$ cat src/rtl/ecliptic_fpu_dispatch_if.sv
// ecliptic_fpu_dispatch_if: bundles the core-side issue handshake, the shared
// execution-unit request/operand buses, and the writeback handshake.
// The dispatcher uses the slave modport. The environment (core, units and
// writeback) uses the master modport.
interface ecliptic_fpu_dispatch_if #(
  parameter int WIDTH     = 32,
  parameter int NUM_UNITS = 4,
  parameter int OP_W      = 2
);
  localparam int UNIT_W = $clog2(NUM_UNITS) + 1;

  logic                       in_valid;
  logic                       in_ready;
  logic [UNIT_W-1:0]          in_unit;
  logic [OP_W-1:0]            in_op;
  logic [WIDTH-1:0]           in_src1;
  logic [WIDTH-1:0]           in_src2;
  logic [4:0]                 in_rd;
  logic [NUM_UNITS-1:0]       unit_req;
  logic [OP_W-1:0]            unit_op;
  logic [WIDTH-1:0]           unit_src1;
  logic [WIDTH-1:0]           unit_src2;
  logic [NUM_UNITS-1:0]       unit_ack;
  logic [NUM_UNITS*WIDTH-1:0] unit_res;
  logic                       out_valid;
  logic                       out_ready;
  logic [WIDTH-1:0]           out_res;
  logic [4:0]                 out_rd;
  logic                       out_err;

  modport slave (
    input  in_valid, in_unit, in_op, in_src1, in_src2, in_rd,
    input  unit_ack, unit_res, out_ready,
    output in_ready, unit_req, unit_op, unit_src1, unit_src2,
    output out_valid, out_res, out_rd, out_err
  );

  modport master (
    output in_valid, in_unit, in_op, in_src1, in_src2, in_rd,
    output unit_ack, unit_res, out_ready,
    input  in_ready, unit_req, unit_op, unit_src1, unit_src2,
    input  out_valid, out_res, out_rd, out_err
  );
endinterface

$ cat src/rtl/ecliptic_fpu_dispatch.sv
// ecliptic_fpu_dispatch: single-issue dispatcher in front of the FPU units.
// It accepts one operation, requests the selected unit until that unit acks,
// and then holds the result for writeback. Only one operation is in flight.
// Optional feature macro: ECLIPTIC_FPU_DISPATCH_TIMEOUT_EN. When defined, a
// watchdog ends a WAIT that runs TIMEOUT_CYCLES cycles with out_err=1.
module ecliptic_fpu_dispatch #(
  parameter int WIDTH          = 32,
  parameter int NUM_UNITS      = 4,
  parameter int OP_W           = 2,
  parameter int TIMEOUT_CYCLES = 255
) (
  input logic                    clk,
  input logic                    rst,
  ecliptic_fpu_dispatch_if.slave bus
);
  localparam int UNIT_W = $clog2(NUM_UNITS) + 1;
  localparam int SEL_W  = $clog2(NUM_UNITS);

  localparam logic [1:0] IDLE = 2'b00;
  localparam logic [1:0] WAIT = 2'b01;
  localparam logic [1:0] DONE = 2'b10;

  localparam logic [UNIT_W-1:0]    UNIT_LIMIT = UNIT_W'(NUM_UNITS);
  localparam logic [NUM_UNITS-1:0] REQ_ONE    = NUM_UNITS'(1);

  logic [1:0]           state;
  logic [SEL_W-1:0]     sel;
  logic [NUM_UNITS-1:0] req;
  logic [OP_W-1:0]      op;
  logic [WIDTH-1:0]     src1;
  logic [WIDTH-1:0]     src2;
  logic [WIDTH-1:0]     res;
  logic [4:0]           rd;
  logic                 err;
  logic                 unit_ok;
  logic                 ack_hit;
  logic [WIDTH-1:0]     res_pick;
  logic                 timeout_hit;

  assign unit_ok = (bus.in_unit < UNIT_LIMIT);

  // Pick the ack and result of the selected unit. Acks from other units never reach the FSM.
  always_comb begin
    ack_hit  = bus.unit_ack[sel];
    res_pick = {WIDTH{1'b0}};
    for (int k = 0; k < NUM_UNITS; k++) begin
      if (sel == SEL_W'(k)) begin
        res_pick = bus.unit_res[k*WIDTH +: WIDTH];
      end else begin
        res_pick = res_pick;
      end
    end
  end

`ifdef ECLIPTIC_FPU_DISPATCH_TIMEOUT_EN
  localparam int CNT_W = ($clog2(TIMEOUT_CYCLES + 1) > 8) ? $clog2(TIMEOUT_CYCLES + 1) : 8;
  logic [CNT_W-1:0] wait_cnt;

  // The watchdog fires on the TIMEOUT_CYCLES-th consecutive WAIT cycle without an ack.
  assign timeout_hit = (wait_cnt == CNT_W'(TIMEOUT_CYCLES - 1));

  // Count WAIT cycles. The counter is held at zero outside WAIT, so every entry starts fresh.
  always_ff @(posedge clk or posedge rst) begin
    if (rst) begin
      wait_cnt <= {CNT_W{1'b0}};
    end else if (state == WAIT) begin
      wait_cnt <= wait_cnt + CNT_W'(1);
    end else begin
      wait_cnt <= {CNT_W{1'b0}};
    end
  end
`else
  assign timeout_hit = 1'b0;
`endif

  // Dispatch FSM: accept an operation, wait for the unit ack (or the watchdog), then hold the result until writeback.
  always_ff @(posedge clk or posedge rst) begin
    if (rst) begin
      state <= IDLE;
      sel   <= {SEL_W{1'b0}};
      req   <= {NUM_UNITS{1'b0}};
      op    <= {OP_W{1'b0}};
      src1  <= {WIDTH{1'b0}};
      src2  <= {WIDTH{1'b0}};
      res   <= {WIDTH{1'b0}};
      rd    <= 5'd0;
      err   <= 1'b0;
    end else begin
      case (state)
        IDLE: begin
          if (bus.in_valid) begin
            op   <= bus.in_op;
            src1 <= bus.in_src1;
            src2 <= bus.in_src2;
            rd   <= bus.in_rd;
            sel  <= bus.in_unit[SEL_W-1:0];
            if (unit_ok) begin
              state <= WAIT;
              req   <= REQ_ONE << bus.in_unit[SEL_W-1:0];
              err   <= 1'b0;
            end else begin
              state <= DONE;
              res   <= {WIDTH{1'b0}};
              err   <= 1'b1;
            end
          end
        end
        WAIT: begin
          if (ack_hit) begin
            state <= DONE;
            req   <= {NUM_UNITS{1'b0}};
            res   <= res_pick;
            err   <= 1'b0;
          end else if (timeout_hit) begin
            state <= DONE;
            req   <= {NUM_UNITS{1'b0}};
            res   <= {WIDTH{1'b0}};
            err   <= 1'b1;
          end
        end
        DONE: begin
          if (bus.out_ready) begin
            state <= IDLE;
          end
        end
        default: begin
          state <= IDLE;
          req   <= {NUM_UNITS{1'b0}};
        end
      endcase
    end
  end

  assign bus.in_ready  = (state == IDLE);
  assign bus.out_valid = (state == DONE);
  assign bus.unit_req  = req;
  assign bus.unit_op   = op;
  assign bus.unit_src1 = src1;
  assign bus.unit_src2 = src2;
  assign bus.out_res   = res;
  assign bus.out_rd    = rd;
  assign bus.out_err   = err;
endmodule

$ cat src/flat_wrapper.sv
// flat-port wrapper written by rule: the top's interface ports become plain ports
module ecliptic_fpu_dispatch_flat 
#(
  parameter int WIDTH          = 32,
  parameter int NUM_UNITS      = 4,
  parameter int OP_W           = 2,
  parameter int TIMEOUT_CYCLES = 255
)
  (clk, rst, bus_in_valid, bus_in_unit, bus_in_op, bus_in_src1, bus_in_src2, bus_in_rd, bus_unit_ack, bus_unit_res, bus_out_ready, bus_in_ready, bus_unit_req, bus_unit_op, bus_unit_src1, bus_unit_src2, bus_out_valid, bus_out_res, bus_out_rd, bus_out_err);
  ecliptic_fpu_dispatch_if #(.WIDTH(WIDTH), .NUM_UNITS(NUM_UNITS), .OP_W(OP_W)) bus_i ();
  input logic clk;
  input logic rst;
  input wire logic [$bits(bus_i.in_valid)-1:0] bus_in_valid;
  input wire logic [$bits(bus_i.in_unit)-1:0] bus_in_unit;
  input wire logic [$bits(bus_i.in_op)-1:0] bus_in_op;
  input wire logic [$bits(bus_i.in_src1)-1:0] bus_in_src1;
  input wire logic [$bits(bus_i.in_src2)-1:0] bus_in_src2;
  input wire logic [$bits(bus_i.in_rd)-1:0] bus_in_rd;
  input wire logic [$bits(bus_i.unit_ack)-1:0] bus_unit_ack;
  input wire logic [$bits(bus_i.unit_res)-1:0] bus_unit_res;
  input wire logic [$bits(bus_i.out_ready)-1:0] bus_out_ready;
  output wire logic [$bits(bus_i.in_ready)-1:0] bus_in_ready;
  output wire logic [$bits(bus_i.unit_req)-1:0] bus_unit_req;
  output wire logic [$bits(bus_i.unit_op)-1:0] bus_unit_op;
  output wire logic [$bits(bus_i.unit_src1)-1:0] bus_unit_src1;
  output wire logic [$bits(bus_i.unit_src2)-1:0] bus_unit_src2;
  output wire logic [$bits(bus_i.out_valid)-1:0] bus_out_valid;
  output wire logic [$bits(bus_i.out_res)-1:0] bus_out_res;
  output wire logic [$bits(bus_i.out_rd)-1:0] bus_out_rd;
  output wire logic [$bits(bus_i.out_err)-1:0] bus_out_err;
  assign bus_i.in_valid = bus_in_valid;
  assign bus_i.in_unit = bus_in_unit;
  assign bus_i.in_op = bus_in_op;
  assign bus_i.in_src1 = bus_in_src1;
  assign bus_i.in_src2 = bus_in_src2;
  assign bus_i.in_rd = bus_in_rd;
  assign bus_i.unit_ack = bus_unit_ack;
  assign bus_i.unit_res = bus_unit_res;
  assign bus_i.out_ready = bus_out_ready;
  assign bus_in_ready = bus_i.in_ready;
  assign bus_unit_req = bus_i.unit_req;
  assign bus_unit_op = bus_i.unit_op;
  assign bus_unit_src1 = bus_i.unit_src1;
  assign bus_unit_src2 = bus_i.unit_src2;
  assign bus_out_valid = bus_i.out_valid;
  assign bus_out_res = bus_i.out_res;
  assign bus_out_rd = bus_i.out_rd;
  assign bus_out_err = bus_i.out_err;
  ecliptic_fpu_dispatch #(.WIDTH(WIDTH), .NUM_UNITS(NUM_UNITS), .OP_W(OP_W), .TIMEOUT_CYCLES(TIMEOUT_CYCLES)) u_core (.clk(clk), .rst(rst), .bus(bus_i));
endmodule
$ cat config.mk
export PLATFORM = sky130hd
export DESIGN_NAME = ecliptic_fpu_dispatch_flat
export DESIGN_NICKNAME = d
export VERILOG_FILES = /design/src/rtl/ecliptic_fpu_dispatch_if.sv /design/src/rtl/ecliptic_fpu_dispatch.sv /design/src/flat_wrapper.sv
export SDC_FILE = /design/constraint.sdc
export NUM_CORES = 1
export LEC_CHECK = 0
export ABC_AREA = 1
export CAP_MARGIN = 20
export CORE_AREA = 3 3 123 125
export DETAILED_ROUTE_END_ITERATION = 16
export DIE_AREA = 0 0 126 128
export MAX_ROUTING_LAYER = met4
export PLACE_DENSITY = 0.91
export SLEW_MARGIN = 20
export SYNTH_ARGS = -nofsm -noshare
export SYNTH_HDL_FRONTEND = slang
export SYNTH_SLANG_ARGS = --single-unit
$ cat constraint.sdc
create_clock -name clk -period 7.72 [get_ports clk]
set_clock_uncertainty 0.1 [all_clocks]
set_input_delay 1.544 -clock clk [delete_from_list [all_inputs] [get_ports clk]]
set_output_delay 1.544 -clock clk [all_outputs]
set_load 0.005 [all_outputs]
# --- Yosys cells after proc, flatten, opt, wreduce, memory -nomap -nowiden ---
# Cells that the tools add are included.
word_totals:
  reg_bits: 112
  inputBits: 210
classes:
  n_reduce_logical: 8
  order_cmp: 2
  n_shift: 1
  n_eq_ne: 10
  muxes: 23
  bitwise: 1
op_table:
  columns: ["cell", "n"]
  rows:
  - ["32-bit 2-to-1 mux", 7]
  - ["32-bit case mux with 2 select lines", 1]
  - ["4-bit 2-to-1 mux", 3]
  - ["4-bit case mux with 3 select lines", 1]
  - ["2-bit 2-to-1 mux", 4]
  - ["4-bit AND reduction", 2]
  - ["2-bit == test, second input constant", 3]
  - ["2-bit inequality test, second input constant", 3]
  - ["2-bit case mux with 3 select lines", 1]
  - ["3-bit AND reduction", 2]
  - ["2-bit by 1-bit == test with 1-bit output, second input constant", 2]
  - ["2-bit logical NOT", 2]
  - ["1-bit 2-to-1 mux", 4]
  - ["2-bit by 1-bit inequality test with 1-bit output, second input constant", 2]
  - ["1-bit by 2-bit left shift with 4-bit output, first input constant", 1]
  - ["2-bit by 3-bit < comparator with 1-bit output, second input constant", 1]
  - ["3-bit < comparator, second input constant", 1]
  - ["1-bit binary-select mux with 2-bit select", 1]
  - ["1-bit case mux with 2 select lines", 1]
  - ["2-bit AND reduction", 1]
  - ["2-bit nonzero test", 1]
  - ["1-bit inverter", 1]

# --- Longest topological paths before layout ---
logic_depth:
  depth_word: 7
  depth_mapped: 11
  depth_no_buf: 8

# --- Least setup slack after synthesis ---
# No wires, ideal clock.
synth_path:
  kind: "input-to-reg"
  startpoint: "input bus_unit_ack[3]"
  endpoint: "register u_core.res[17] (netlist: u_core.bus.out_res[17])"
  slack_ps: 5209
  t_arrival_ps: 2283
  path_stages: 9
  required_ps: 7492
  cell_sequence: "nand2_1 nand2_1 nand2_1 nand3_2 nand3_1 buf_6 buf_2 nand2_1 o21ai_0"
synth_between:
  elab_chain_len: 4
synth_lines:
  columns: ["element", "line", "rtl"]
  rows:
  - ["start, declared", "flat_wrapper.sv:19", "input wire logic [$bits(bus_i.unit_ack)-1:0] bus_unit_ack;"]
  - ["1-bit binary-select mux with 2-bit select", "ecliptic_fpu_dispatch.sv:44", "ack_hit = bus.unit_ack[sel];"]
  - ["1-bit 2-to-1 mux (implied by the code)", "ecliptic_fpu_dispatch.sv:44", null]
  - ["2-bit by 1-bit inequality test with 1-bit output (no line)", null, null]
  - ["4-bit AND reduction (no line)", null, null]
  - ["end signal, assigned", "ecliptic_fpu_dispatch.sv:85", "res <= {WIDTH{1'b0}};"]
  - ["end signal, assigned", "ecliptic_fpu_dispatch.sv:103", "res <= {WIDTH{1'b0}};"]
  - ["end signal, assigned", "ecliptic_fpu_dispatch.sv:112", "res <= res_pick;"]
  - ["end, declared", "ecliptic_fpu_dispatch.sv:32", "logic [WIDTH-1:0] res;"]
# Every way passes these cells. The select of a mux whose other input is x is not followed.
# A chain may end at the register's enable or synchronous reset.

# --- Final worst setup path ---
layout_path:
  startpoint: "register u_core.state[1]"
  endpoint: "output bus_in_ready"
layout_between:
  elab_chain_len: 1
layout_lines:
  columns: ["element", "line", "rtl"]
  rows:
  - ["start, declared", "ecliptic_fpu_dispatch.sv:26", "logic [1:0] state;"]
  - ["start signal, assigned", "ecliptic_fpu_dispatch.sv:79", "state <= IDLE;"]
  - ["start signal, assigned", "ecliptic_fpu_dispatch.sv:98", "state <= WAIT;"]
  - ["start signal, assigned", "ecliptic_fpu_dispatch.sv:102", "state <= DONE;"]
  - ["2-bit logical NOT", "ecliptic_fpu_dispatch.sv:134", "assign bus.in_ready = (state == IDLE);"]
  - ["end, declared", "flat_wrapper.sv:22", "output wire logic [$bits(bus_i.in_ready)-1:0] bus_in_ready;"]
# Every way passes these cells.

==> results.py <==
metrics = {
    "synthesis": {
        "synth.ff_latch_count": 112,
        "synth-edff-count": 0,
        "synth_cell_types": 21,
        "seq_area_frac_synth_pct": 51.7,
        "synthMuxAreaShare_pct": 0,
        "postSynth.asyncResetShare_pct": 100,
        "synth_top_family_by_area": "simple AND/OR/NAND/NOR gates",
        "yosysTopAreaCell": "dfrtp_1",
        "synth_common_cells": "336 x nand2_1, 112 x dfrtp_1, 57 x nand3_1",
        "synth_xor_area_share_pct": 0,
        "syn_inst": 716,
        "yosysWarnings": 0,
        "post-synth-top-count-cell": "nand2_1",
        "synth-main-ff-cell": "dfrtp_1",
        "synth_nets": 926,
        "synth_area_per_cell_um2": 7.58,
        "synth-simple-area-share_pct": 33.0,
        "synth_area_um2": 5420,
        "synth_area_leaders": "dfrtp_1 52%, nand2_1 23%, nand3_1 5.3%, o21ai_0 3.7%, o211ai_1 2.5%",
        "synthAdderAreaFrac_pct": 0,
        "synth_top_area_share_pct": 51.7,
        "synth_compound_area_share_pct": 8.17,
    },
    "cts": {
        "clock-sinks": 112,
        "post-cts-setup-buffer-count": 0,
        "cts-root-buf": "clkbuf_16",
        "clk_pin_slew_ns": 0.07,
        "numCtsBuffers": 9,
        "cts_tree": "done",
        "clk_path_buf_depth": 2,
        "clock_latency_ns": 0.34,
        "cts_max_level": 3,
        "postCtsHoldBufs": 0,
        "cts-resized-gates": 0,
    },
    "floorplanning": {
        "die_area_um2": 16100,
        "ios": 320,
        "die_x_um": 126,
        "fp.dieH_um": 128,
        "fp.coreArea_um2": 14000,
        "start_util_pct": 38.8,
        "rows": 43,
    },
    "placed_design": {
        "place_congestion": 0.890,
        "dp_cells": 1177,
        "dpl.hpwl_um": 14500,
        "place_ws_ns": 3.69,
        "numPortBuffers": 319,
        "placed_area_um2": 8660,
    },
    "sta": {
        "hold_viol": 0,
        "worst_slack_ns": 4.37,
        "min_period_over_period_pct": 43.4,
        "worstMarginPinSlew_ns": 0.937,
        "drv_slew": 0,
        "setup_viol": 0,
        "fin_tns_setup_ns": 0,
        "post-route-min-period_ns": 3.35,
        "timing.fmax_mhz": 299,
        "relSlewSlack_pct": 37.5,
        "rsz0062_at_grt": "false",
    },
    "critical_path": {
        "worstReg2RegStart": "u_core.sel[1]$_DFFE_PP0P_",
        "arrival_ns": 1.71,
        "r2r_cells": 6,
        "r2r_slack_ns": 4.80,
        "crit_required_ns": 6.08,
        "cp_slowest_cell": "clkdlybuf4s50_1",
        "cp.buffers_inverters": 1,
        "critPathMaxStageDelay_ns": 0.59,
        "worstSetupPathType": "reg2out",
        "crit_fanout": 7,
        "critPathLaunchType": "flip-flop",
        "crit_family": "buffers and inverters",
        "cp-end-kind": "output port",
        "reg2reg_to": "u_core.bus.out_res[16]$_DFFE_PP0P_",
        "worstPathCellList": "nor2_2, clkdlybuf4s50_1",
    },
    "worst_hold_path": {
        "hold_path_end": "u_core.bus.unit_src2[15]$_DFFE_PP0P_",
        "hp-class": "reg2reg",
        "hp-start": "u_core.bus.unit_src2[15]$_DFFE_PP0P_",
        "min_path_cells": 2,
    },
    "grt": {
        "grt_pass1_vias": 5938,
        "grt_pass1_wl_um": 29500,
        "grt_remaining_overflow": 0,
        "track_usage_pct": 23.5,
        "antenna_found_initial": 0,
        "grt_max_degree": 78,
    },
    "flow_run": {
        "drv_cap": 0,
    },
    "drt": {
        "wire_per_inst_um": 15.9,
        "drc_errors": 0,
        "drt_iter0_drc": 296,
        "firstDrtPassIters": 5,
        "final_antenna_net_count": 0,
        "wirelength_um": 19000,
        "vias": 5864,
        "post_drt_via_cell_ratio": 4.92,
    },
    "pwr": {
        "power_density_nw_per_um2": 344,
        "p_leak_uw": 0.00418,
        "vdd_drop_max_mv": 0.233,
    },
    "run_status": {
        "status": "complete, no violations",
    },
    "layout": {
        "final_core_util_pct": 64.1,
        "n_antenna_cell": 0,
        "fin_cells": 1193,
        "final_cell_area_um2": 8960,
        "area_delta_synth_final_pct": 65.3,
        "final_layout_size_suffix_gt1_share_pct": 4.54,
        "nets": 1218,
    },
}
## registers in the layout, indices dropped and copies added (netlist names)
name,flops
u_core.bus.unit_op,2
u_core.bus.unit_src2,32
u_core.bus.out_rd,5
u_core.bus.out_res,32
u_core.sel,2
u_core.bus.out_err,1
u_core.bus.unit_req,4
u_core.state,2
u_core.bus.unit_src1,32
## per-stage QoR
step                hold slack [ns]  total power, µW
finish                        0.383             3080
global route                  0.403             3310
CTS                           0.388             3110
detailed placement            0.368             2620
global placement              0.361             2560
floorplan                     0.372             1760
## cell type report
type	instances	area (µm²)
Timing Repair Buffer	324	3240
Inverter	38	148
Multi-Input combinational cell	523	2250
Sequential cell	112	2800
Clock inverter	6	67.6
Fill cell	1186	5020
Clock buffer	10	229
Tap cell	180	225
## worst reg2reg max path, cell delays in order, from the launching register on
cell and delay [ns]:
dfrtp_1 0.90, inv_1 0.63, nand2_1 0.28, nand3_2 0.17
nand3_4 0.50, nand2_1 0.15, o21ai_0 0.10
## cells in the final DEF (no fill, tap or decap)
| cell | Yosys | routed |
|---|---|---|
| a21oi_1 | 1 | 1 |
| buf_12 | 0 | 1 |
| buf_4 | 7 | 4 |
| bufinv_16 | 0 | 1 |
| clkbuf_1 | 8 | 1 |
| clkbuf_16 | 0 | 9 |
| clkdlybuf4s50_1 | 0 | 319 |
| clkinv_2 | 0 | 2 |
| clkinvlp_4 | 0 | 1 |
| dfrtp_1 | 112 | 112 |
| inv_1 | 35 | 34 |
| inv_2 | 2 | 2 |
| inv_4 | 1 | 2 |
| inv_6 | 0 | 1 |
| inv_8 | 0 | 1 |
| nand2_1 | 336 | 335 |
| nand2_2 | 1 | 2 |
| nand3_1 | 57 | 56 |
| nand3_2 | 1 | 1 |
| nand3_4 | 0 | 1 |
| nor2_1 | 31 | 31 |
| nor2_2 | 4 | 4 |
| o211ai_1 | 18 | 18 |
| o21ai_0 | 40 | 40 |
| o21ai_1 | 19 | 19 |
| o31ai_1 | 1 | 1 |
| or2_2 | 14 | 14 |
## cells by family after synthesis
| kind of cell | after synthesis |
|---|---|
| AOI/OAI and AO/OA | 79 |
| and+or+nand+nor | 444 |
| DFF | 112 |
| buffers and inverters | 81 |
## routing by layer
layer / track usage, % / part of all wire, %
met1: 26.8 / 40
met2: 40.6 / 50
met3: 5.67 / 7.2
met4: 7.76 / 2.8
met5: - / 0
## power breakdown
group / switching (µW) / internal [µW]
Combinational: 778 / 794
Sequential: 182 / 859
Clock: 216 / 255
Total: 1180 / 1910
## worst max path at each step
| stage | start | to | depth (start not counted) |
|---|---|---|---|
| finish | u_core.state[1]$_DFFE_PP0P_ | bus_in_ready | 2 |
| global route | u_core.state[1]$_DFFE_PP0P_ | bus_in_ready | 2 |
| CTS | bus_unit_ack[1] | u_core.bus.out_res[3]$_DFFE_PP0P_ | 7 |
| detailed placement | bus_unit_ack[1] | u_core.bus.out_res[2]$_DFFE_PP0P_ | 7 |
| global placement | bus_unit_ack[1] | u_core.bus.out_res[16]$_DFFE_PP0P_ | 7 |
| floorplan | rst | u_core.bus.out_err$_DFFE_PP0P_ | 1 |
No activity file was read; power rests on OpenSTA's default activity.
==> RTL edit 1, RTL diff (same settings) <==
`OP_W` is set to 2 in 3 places; all go to 4.
--- a/src/rtl/ecliptic_fpu_dispatch_if.sv
+++ b/src/rtl/ecliptic_fpu_dispatch_if.sv
@@ -5,7 +5,7 @@
 interface ecliptic_fpu_dispatch_if #(
   parameter int WIDTH     = 32,
   parameter int NUM_UNITS = 4,
-  parameter int OP_W      = 2
+  parameter int OP_W      = 4
 );
   localparam int UNIT_W = $clog2(NUM_UNITS) + 1;
 
--- a/src/rtl/ecliptic_fpu_dispatch.sv
+++ b/src/rtl/ecliptic_fpu_dispatch.sv
@@ -6,7 +6,7 @@
 module ecliptic_fpu_dispatch #(
   parameter int WIDTH          = 32,
   parameter int NUM_UNITS      = 4,
-  parameter int OP_W           = 2,
+  parameter int OP_W           = 4,
   parameter int TIMEOUT_CYCLES = 255
 ) (
   input logic                    clk,
--- a/src/flat_wrapper.sv
+++ b/src/flat_wrapper.sv
@@ -3,7 +3,7 @@
 #(
   parameter int WIDTH          = 32,
   parameter int NUM_UNITS      = 4,
-  parameter int OP_W           = 2,
+  parameter int OP_W           = 4,
   parameter int TIMEOUT_CYCLES = 255
 )
   (clk, rst, bus_in_valid, bus_in_unit, bus_in_op, bus_in_src1, bus_in_src2, bus_in_rd, bus_unit_ack, bus_unit_res, bus_out_ready, bus_in_ready, bus_unit_req, bus_unit_op, bus_unit_src1, bus_unit_src2, bus_out_valid, bus_out_res, bus_out_rd, bus_out_err);
Ports: changed (resized bus_in_op and bus_unit_op); port bits go from 320 to 324. The function was not compared with the original's and may differ.
==> RTL edit 1 against the unedited design <==
Power is 11% higher. Register-to-register slack better by 80 ps. Area after synthesis is 3.3% higher. Wire length is 4.4% higher. Critical path type is now input port to register. Final area is 4.8% higher. Sequential cell count is 2 higher. Worst setup slack worse by 45 ps. Final cell count is 2.3% higher.
==> RTL edit 1: results (changes against the unedited design) <==
| Metric | Value |
|---|---|
| Status | `finished, final reports clean` |
| Top cell type's share of synthesized area | `50.9% (-0.76 points)` |
| GPL Wtd Cong | `0.884 (-0.61%)` |
| Sinks on Clock Net | `114 (+1.8%)` |
| Comb. pwr | `1.63 mW (+4%)` |
| R2R Path End | `u_core.bus.out_res[26]$_DFFE_PP0P_` |
| Share of layout cells above drive strength 1 | `7.98% (+3.4 points)` |
| Multi-input logic area | `2340 µm² (+3.8%)` |
| Worst slew pin tran | `1010 ps (+77.7 ps)` |
| Fillers | `1100 (-7.3%)` |
| Worst setup endpoint | `u_core.bus.out_rd[1]$_DFFE_PP0P_` |
| CP peak stage delay | `640 ps (+50 ps)` |
| Drt wl/cell | `16.3 µm (+2.1%)` |
| Cell variety after synth | `25 (+19%)` |
| R2R cell count | `7 (+1)` |
| Inverters | `37 (-2.6%)` |
| Final-layout non-clock buffer area share | `34.9% (-1.3 points)` |
| GRT Util Overall | `24.8% (+1.4 points)` |
| Nonclk buf count | `329 (+1.5%)` |
| Sequential group share of total power | `30.9% (-2.9 points)` |
| Crit Path Max Fanout | `80 (+73)` |
| PortBufs | `323 (+1.3%)` |
| Dpl cells | `1188 (+0.93%)` |
| Worst-skew pair later-pin latency | `410 ps (+70 ps)` |
| Largest net degree at the start of global routing | `81 (+3.8%)` |
| Slowest stage cell, crit path | `buf_4` |
| Clk_buf instances | `17 (+7)` |
| Largest cells by area after synthesis | `dfrtp_1 51%, nand2_1 23%, nand3_1 4.9%` |
| Register area share after synthesis | `50.9% (-0.76 points)` |
| Comb_multi_in | `528 (+0.96%)` |
| Layout overhead on the synthesized area | `67.8%` |
==> RTL edit 1: changes by cell type in the layout (fill, tap and decap cells not counted), sizes merged, moves of 4 or more <==
cell           delta
clkbuf            +7
clkdlybuf4s50     +4
clkinv            +4
clkinvlp          +4
nand2             +4
==> RTL edit 1: kinds of logic after synthesis <==
logic type             Yosys count
flip-flops                     114
AND/OR/NAND/NOR                447
buffers and inverters           81
AO/OA/AOI/OAI                   81
==> RTL edit 1: worst reg2reg max path: cells and delay by family (launching register included) <==
kind                   cells  cell delay, ps
buffers and inverters      2             950
flip-flops                 1             870
AND/OR/NAND/NOR            4             750
AO/OA/AOI/OAI              1              90
==> RTL edit 1: routing by layer <==
layer | vias up | routed length [µm] | track usage [%] | share of wire, %
li1 | 2880 | - | - | -
met1 | 2747 | 8300 | 30.8 | 42
met3 | 41 | 1200 | 6.75 | 6.0
met5 | - | 0 | - | 0
met4 | 0 | 557 | 9.34 | 2.8
met2 | 226 | 9810 | 39.1 | 49
==> RTL edit 2, RTL diff (same settings) <==
Without the edit above. Add a define of `ECLIPTIC_FPU_DISPATCH_TIMEOUT_EN`.
--- a/src/rtl/ecliptic_fpu_dispatch.sv
+++ b/src/rtl/ecliptic_fpu_dispatch.sv
@@ -3,6 +3,8 @@
 // and then holds the result for writeback. Only one operation is in flight.
 // Optional feature macro: ECLIPTIC_FPU_DISPATCH_TIMEOUT_EN. When defined, a
 // watchdog ends a WAIT that runs TIMEOUT_CYCLES cycles with out_err=1.
+`define ECLIPTIC_FPU_DISPATCH_TIMEOUT_EN
+
 module ecliptic_fpu_dispatch #(
   parameter int WIDTH          = 32,
   parameter int NUM_UNITS      = 4,
Formal check against the unedited RTL: same outputs for any inputs over 4 cycles, from zero or initial values and one cycle with rst high; that may be too few to reach the edited logic, so the function may still have changed.
==> RTL edit 2 against the unedited design <==
Non-clock buffer count fell by 1. Synthesized cell count fell by 19%. Final cell count fell by 9.1%. Sequential cell count rose by 8. Wire length fell by 1.2%. Area after synthesis rose by 5.0%. Critical path depth rose by 4. Via count fell by 8.1%. Power rose by 11%. Worst setup slack got worse by 400 ps. Die area did not move. Final area rose by 6.3%. Count of clock-buffer cells in the layout rose by 8. Largest power group unchanged.
==> RTL edit 2: results (changes against the unedited design) <==
| Metric | Value |
|---|---|
| Largest cells by area after synthesis | `dfrtp_1 53%, mux2_2 12%, nand2_1 9.6%` |
| DPL Wire Length | `14300 µm (-1.5%)` |
| R2R Path End | `u_core.state[1]$_DFFE_PP0P_` |
| CTS clk-pin slew, worst paths | `50 ps (-20 ps)` |
| Register area share after synthesis | `52.7% (+1.1 points)` |
| Worst hold margin | `370 ps (-12.8 ps)` |
| Drt via density | `4.97 (+1.2%)` |
| Worst vdd ir | `0.197 mV (-15%)` |
| Pleak | `4.16 nW (-0.62%)` |
| Htree depth | `4 (+1)` |
| Register-to-register setup slack | `4950 ps (+150 ps)` |
| Detailed Route Iter0 Violations | `306 (+3.4%)` |
| Hold_sp | `u_core.bus.out_res[9]$_DFFE_PP0P_` |
| Post-synthesis net count | `791 (-15%)` |
| Largest net degree at the start of global routing | `70 (-10%)` |
| Nets | `1103 (-9.4%)` |
| Wire length of the first global-routing pass | `29200 µm (-1.1%)` |
| R2R cell count | `8 (+2)` |
| Number of global-route vias before repair | `5647 (-4.9%)` |
| Adder-Cell Fraction of Synth Area | `0.439% (+0.44 points)` |
| Crit Path Max Fanout | `49 (+42)` |
| Hold EP | `u_core.bus.out_res[9]$_DFFE_PP0P_` |
| Slowest stage cell, crit path | `buf_4` |
| RR Startpoint | `u_core.state[0]$_DFFE_PP0P_` |
| GPL Wtd Cong | `0.810 (-8.9%)` |
| GRT Util Overall | `23.7% (+0.27 points)` |
| Status | `finished, final reports clean` |
| Drt wl/cell | `17.3 µm (+8.7%)` |
| Crit-path leading delay family | `simple AND/OR/NAND/NOR gates` |
| Placed cell area | `8940 µm² (+3.2%)` |
| Worst slew margin | `42.7% (+5.3 points)` |
| Cell variety after synth | `30 (+43%)` |
| CP peak stage delay | `620 ps (+30 ps)` |
| Num CTS Buffers | `17 (+8)` |
| Share of layout cells above drive strength 1 | `14.3% (+9.7 points)` |
| Commonest cells post-synth | `146 x nand2_1, 120 x dfrtp_1, 60 x mux2_2` |
==> RTL edit 2: cell types whose count changed after synthesis, moves of 17 or more <==
cell / change
buf_2: -17
nand2_1: -190
nor2_1: -18
nor3_1: +20
mux2_2: +60
nand3_1: -21
==> RTL edit 2: cell type report <==
class	instances	area, µm²
repair buffers	323	3220
fillers	1065	4460
multi-input cells	396	2370
well taps	180	225
clock buffers	18	439
flip-flops and latches	120	3000
inverters	33	126
clock inverters	14	148
==> RTL edit 2: per-layer routing <==
layer  vias to the layer above  global-route usage [%]  wire length, µm
met5                         -                       -                0
met2                       248                    41.8             9960
met1                      2543                    26.4             7170
met4                         0                    8.52              515
met3                        36                    5.46             1130
li1                       2564                       -                -
==> RTL edit 2: how the worst max path moves through the flow <==
stage | from | to | slack, ps | cells past startpoint
6_report | bus_in_valid | u_core.state[1]$_DFFE_PP0P_ | 3970 | 6
5_1_grt | bus_in_valid | u_core.state[1]$_DFFE_PP0P_ | 3700 | 6
4_1_cts | bus_in_valid | u_core.state[1]$_DFFE_PP0P_ | 3920 | 6
3_5_place_dp | bus_in_valid | u_core.state[1]$_DFFE_PP0P_ | 3510 | 6
3_3_place_gp | bus_in_valid | u_core.state[1]$_DFFE_PP0P_ | 3620 | 6
2_1_floorplan | rst | u_core.bus.out_err$_DFFE_PP0P_ | 2890 | 1
==> RTL edit 2: worst reg2reg max path: stages, from the launching register on <==
cell and delay [ps]:
dfrtp_1 380, inv_2 60, nand2_2 120, inv_2 70
nand2_2 460, buf_4 630, nand2_1 250, nand3_4 390
o21ai_0 170
==> RTL edit 2: where the power goes <==
group | internal, mW | switching (mW) | total, mW
sequential | 0.915 | 0.154 | 1.07
clock | 0.485 | 0.294 | 0.779
combinational | 0.878 | 0.696 | 1.57
total | 2.28 | 1.14 | 3.42
